<file path="src/rtl/dii_package.sv">
// dii_package: debug interconnect flit type shared by all debug modules
//   dii_flit - valid / last / 16-bit data, one flit per transfer
package dii_package;
    typedef struct packed {
        logic        valid;
        logic        last;
        logic [15:0] data;
    } dii_flit;
endpackage

</file>
<file path="src/rtl/osd_uart_package.sv">
// osd_uart_package: constants and types shared by the UART debug module paths
//   OSD_EVENT_TYPE / OSD_UART_SUBTYPE - header values of a UART character event
//   HDR_* - bit offsets of the fields in header flit 1
//   rx_state_e - host-to-device packet parser states
package osd_uart_package;
    localparam logic [1:0] OSD_EVENT_TYPE   = 2'b01;
    localparam logic [3:0] OSD_UART_SUBTYPE = 4'h1;
    localparam int HDR_TYPE_MSB    = 15;
    localparam int HDR_TYPE_LSB    = 14;
    localparam int HDR_SUBTYPE_MSB = 13;
    localparam int HDR_SUBTYPE_LSB = 10;
    typedef enum logic [1:0] {DEST, HDR, PAYLOAD, DISCARD} rx_state_e;
endpackage

</file>
<file path="src/rtl/osd_uart_char_fifo.sv">
// osd_uart_char_fifo: first-word fall-through character FIFO
//   clk, rst          - clock, synchronous active-high reset
//   push, push_data   - write a character (ignored when full)
//   full              - no free entry
//   pop               - remove the head character (ignored when empty)
//   head, empty       - head character (8'h00 when empty), FIFO empty
module osd_uart_char_fifo #(
    parameter int FIFO_DEPTH = 8
) (
    input  logic       clk,
    input  logic       rst,
    input  logic       push,
    input  logic [7:0] push_data,
    output logic       full,
    input  logic       pop,
    output logic [7:0] head,
    output logic       empty
);
    localparam int AW = $clog2(FIFO_DEPTH);
    // One extra pointer bit tells a full FIFO from an empty one.
    logic [AW:0] wr_q, wr_d, rd_q, rd_d;
    logic [7:0]  mem_q [FIFO_DEPTH];
    always_comb begin
        full  = (wr_q[AW] != rd_q[AW]) && (wr_q[AW-1:0] == rd_q[AW-1:0]);
        empty = wr_q == rd_q;
        wr_d  = (push && !full) ? wr_q + (AW+1)'(1) : wr_q;
        rd_d  = (pop && !empty) ? rd_q + (AW+1)'(1) : rd_q;
        head  = empty ? 8'h00 : mem_q[rd_q[AW-1:0]];
    end
    always_ff @(posedge clk) begin
        if (rst) begin
            wr_q <= '0;
            rd_q <= '0;
        end else begin
            wr_q <= wr_d;
            rd_q <= rd_d;
        end
    end
    always_ff @(posedge clk) begin
        if (push && !full) mem_q[wr_q[AW-1:0]] <= push_data;
    end
endmodule

</file>
<file path="src/rtl/osd_dem_uart_rx.sv">
// osd_dem_uart_rx: host-to-device UART path, unwraps character event packets into a FIFO
//   clk, rst        - clock, synchronous active-high reset
//   debug_in        - incoming packet flits; debug_in_ready accepts them
//   id              - own module address compared against the destination flit
//   in_char, in_valid, in_ready - device-side character stream (FWFT)
//   drop_count      - saturating count of discarded packets; only built when
//                     OSD_DEM_UART_RX_STATS_EN is defined, otherwise tied to 0
module osd_dem_uart_rx
    import dii_package::*;
    import osd_uart_package::*;
#(
    parameter int FIFO_DEPTH = 8
) (
    input  logic        clk,
    input  logic        rst,
    input  dii_flit     debug_in,
    output logic        debug_in_ready,
    input  logic [9:0]  id,
    output logic [7:0]  in_char,
    output logic        in_valid,
    input  logic        in_ready,
    output logic [15:0] drop_count
);
    rx_state_e state_q, state_d;
    logic full, empty, xfer, push, drop, hdr_match;
    always_comb begin
        hdr_match = debug_in.data[HDR_TYPE_MSB:HDR_TYPE_LSB] == OSD_EVENT_TYPE &&
                    debug_in.data[HDR_SUBTYPE_MSB:HDR_SUBTYPE_LSB] == OSD_UART_SUBTYPE;
        // Back-pressure only looks at the registered full flag, never at in_ready.
        debug_in_ready = (state_q == PAYLOAD) ? !full : 1'b1;
        xfer  = debug_in.valid && debug_in_ready;
        push  = xfer && state_q == PAYLOAD;
        state_d = state_q;
        drop  = 1'b0;
        if (xfer) begin
            case (state_q)
                DEST: begin
                    if (debug_in.last) drop = 1'b1;
                    else if (debug_in.data == {6'b0, id}) state_d = HDR;
                    else begin
                        state_d = DISCARD;
                        drop    = 1'b1;
                    end
                end
                HDR: begin
                    if (debug_in.last) begin
                        state_d = DEST;
                        drop    = 1'b1;
                    end else if (hdr_match) state_d = PAYLOAD;
                    else begin
                        state_d = DISCARD;
                        drop    = 1'b1;
                    end
                end
                PAYLOAD: state_d = debug_in.last ? DEST : PAYLOAD;
                DISCARD: state_d = debug_in.last ? DEST : DISCARD;
                default: state_d = DEST;
            endcase
        end
    end
    always_ff @(posedge clk) begin
        if (rst) state_q <= DEST;
        else state_q <= state_d;
    end
    osd_uart_char_fifo #(.FIFO_DEPTH(FIFO_DEPTH)) u_fifo (
        .clk      (clk),
        .rst      (rst),
        .push     (push),
        .push_data(debug_in.data[7:0]),
        .full     (full),
        .pop      (in_valid && in_ready),
        .head     (in_char),
        .empty    (empty)
    );
    assign in_valid = !empty;
`ifdef OSD_DEM_UART_RX_STATS_EN
    logic [15:0] drop_count_q, drop_count_d;
    always_comb drop_count_d = (drop && drop_count_q != 16'hFFFF) ? drop_count_q + 16'd1 : drop_count_q;
    always_ff @(posedge clk) begin
        if (rst) drop_count_q <= '0;
        else drop_count_q <= drop_count_d;
    end
    assign drop_count = drop_count_q;
`else
    logic unused_drop;
    assign unused_drop = drop;
    assign drop_count  = 16'h0000;
`endif
endmodule
</file>
<file path="config.mk">
export PLATFORM = sky130hd
export DESIGN_NAME = osd_dem_uart_rx
export DESIGN_NICKNAME = d
export VERILOG_FILES = /design/src/rtl/dii_package.sv /design/src/rtl/osd_uart_package.sv /design/src/rtl/osd_uart_char_fifo.sv /design/src/rtl/osd_dem_uart_rx.sv
export SDC_FILE = /design/constraint.sdc
export NUM_CORES = 1
export LEC_CHECK = 0
export CAP_MARGIN = 25
export CORE_UTILIZATION = 57
export CTS_BUF_LIST = sky130_fd_sc_hd__clkbuf_16
export DETAILED_ROUTE_END_ITERATION = 6
export GPL_TIMING_DRIVEN = 0
export PLACE_DENSITY_LB_ADDON = 0.15
export SYNTH_ARGS = -nofsm -noshare
export SYNTH_HDL_FRONTEND = slang
export SYNTH_HIERARCHICAL = 1
export SYNTH_SLANG_ARGS = --single-unit
</file>
<file path="constraint.sdc">
create_clock -name clk -period 7.91 [get_ports clk]
set_input_delay 1.1865 -clock clk [delete_from_list [all_inputs] [get_ports clk]]
set_output_delay 1.1865 -clock clk [all_outputs]
set_load 0.02 [all_outputs]
</file>
==> metrics.cfg <==
[outcome]
status=finished clean

[worst_setup_path]
worstPathRequired_ns=6.72
crit_type=reg2out
crit_buf_inv=2
critPathMaxStageDelay_ns=0.83
reg2reg_slack_ns=4.51
end_kind=output pin
worstPathArrival_ns=2.73
cp_slowest_cell=nor4_2
startpoint_type=flip-flop
worstPathMaxFanout=7
cp_cell_sequence=xor2_1, nor4_2, buf_2, nor2_1, clkdlybuf4s50_1
crit_family=simple AND/OR/NAND/NOR gates

[sta]
timing.final.ws_setup_ns=3.99
tightest_slew_ns=0.958
setup_violations=0
period_share_pct=49.5
clock_skew_ns=0.00879
finalHoldViolations=0
report.final.slew_viol_count=0
finalCriticalPeriod_ns=3.92
rsz0062_at_grt=no
fin_tns_setup_ns=0
fmax_mhz=255
max-slew-margin-rel_pct=35.7
whs_ns=0.520

[placement]
gp_congestion=0.851
place_area_um2=4190
port_buffers=40
dp_slack_ns=4.19
place_inst=369
post-dp-hpwl_um=5070

[clock_tree]
clkTransAtPathRegs_ns=0.06
clockBufferDepth=2
ctsHoldBuffers=0
cts_setup_buffers=0
clock_latency_ns=0.33
cts_resized=0
h-tree-depth=3
ctsRootBufferMaster=clkbuf_16
cts_buffers=9
cts_tree=done
cts_sinks=77

[synthesis]
synth_warnings=6
synth-edff-count=64
ys_seq_area_share_pct=61.1
synth_area_per_cell_um2=15.3
synth_flop_cell=edfxtp_1
synth_seq_cells=77
yosysUniqueCellTypes=41
syn_area_um2=3570
syn_inst=233
synthArstFlopShare_pct=0

[power]
power.switching_mw=0.174
ir_worst_vdd_mv=0.196
powerDensity_nw_per_um2=203
power_switching_share_pct=19.0
seqPwrFrac_pct=48.3
pwr-share-clk_pct=45.2
p_leak_nw=1.60
power_mw=0.916
p_int_mw=0.742
power_frac_comb_pct=6.5

[grt]
antenna_found_initial=0
grt.overflow.total=0
grt_max_degree=13
grt_pass1_vias=2189
grt_pass1_wl_um=11600
gr-usage-all-layers_pct=25.6

[detailed_routing]
drc_errors=0
first_iter_violations=177
drt_first_pass_iters=4
wl_per_cell_um=19.8
drt_wl_total_um=7640
routed_via_density=5.67
vias=2189
antenna_left=0

[floorplanning]
core_um2=5990
io_pins=57
rows=28
die_w_um=81.1
initial_core_util_pct=59.6
die_h_um=81.1
die_area_um2=6580

[min_path]
hold_path.class=reg2reg

[cells_and_area]
fin_cells=386
multi_input_area_um2=1280
num_antenna_cells=0
seqCellArea_um2=2180
fin_util_pct=75.2
drive_above_1_share_pct=23.5
area_growth_pct=26.1
nNetsFinal=339
fill_cells=369
fin_area_um2=4500

[job]
cap_violations=0

## area by class of cell
class                           instances  share of cell area, %
Clock buffer                            9                   5.00
Sequential cell                        77                   48.5
Timing Repair Buffer                   47                   10.0
Buffer                                 28                   4.08
Inverter                                2                  0.167
Tap cell                               75                   2.08
Multi-Input combinational cell        141                   28.5
Clock inverter                          7                   1.75
## routing by layer
layer	vias up	wire [um]	GRT usage [%]
li1	1013	-	-
met4	0	220	11.6
met3	17	419	6.40
met2	109	3850	43.1
met1	1050	3150	31.1
met5	-	0	0
## cell families (layout without fill, tap and decap cells)
kind of cell	Yosys count	count (layout)	synth area share, %
XOR/XNOR	18	18	4.63
AND/OR/NAND/NOR	60	60	9.92
other	1	16	0.105
flip-flops	77	77	61.1
AO/OA/AOI/OAI	10	10	2.45
multiplexers	35	35	15.7
adder cells (fa/ha/maj)	2	2	0.701
buffers and inverters	30	93	5.36
## placed cells by master, fill, tap and decap left out, drive strengths merged, types with 7 or more instances in the layout
master	instances
clkbuf	13
xnor2	13
buf	31
mux2i	11
nor2	15
conb	16
nor2b	7
edfxtp	64
mux2	8
dfxtp	13
clkdlybuf4s50	40
mux4	16
## registers in the layout, indices dropped and copies added, names as in the netlist, named ones only
signal        count
state_q           2
u_fifo/rd_q       4
u_fifo/mem_q     64
u_fifo/wr_q       4
## power by group through the flow
stage / Combinational [mW] / Clock [mW] / Sequential, mW
4_1_cts: 0.0592 / 0.418 / 0.442
2_1_floorplan: 0.0308 / 0 / 0.450
3_3_place_gp: 0.0570 / 0 / 0.451
3_5_place_dp: 0.0588 / 0 / 0.451
6_report: 0.0595 / 0.413 / 0.443
5_1_grt: 0.0644 / 0.437 / 0.442
## cells in the mapped netlist, types with 4 or more instances
cell type,n,area (um2)
nand4_1,4,25.0
nand2_1,4,15.0
dfxtp_1,13,260
xnor2_1,13,114
buf_4,17,128
edfxtp_1,64,1920
nand3b_1,4,30.0
nor3_1,6,30.0
nor2b_1,7,43.8
mux4_2,16,360
nor2_1,15,56.3
nand2b_1,4,25.0
mux2i_1,11,110
buf_2,5,25.0
xor2_1,4,35.0
mux2_2,6,67.6
## path summary, 6_finish.rpt
check,endpoint,cells past startpoint,from
worst max-delay path,in_char[7],5,u_fifo/rd_q[2]
worst max register to register,u_fifo/mem_q[0][3],8,u_fifo/rd_q[2]
worst min-delay path,state_q[0],1,state_q[0]
worst min register to register,state_q[0],1,state_q[0]
Power figures use the tool's default switching activity.
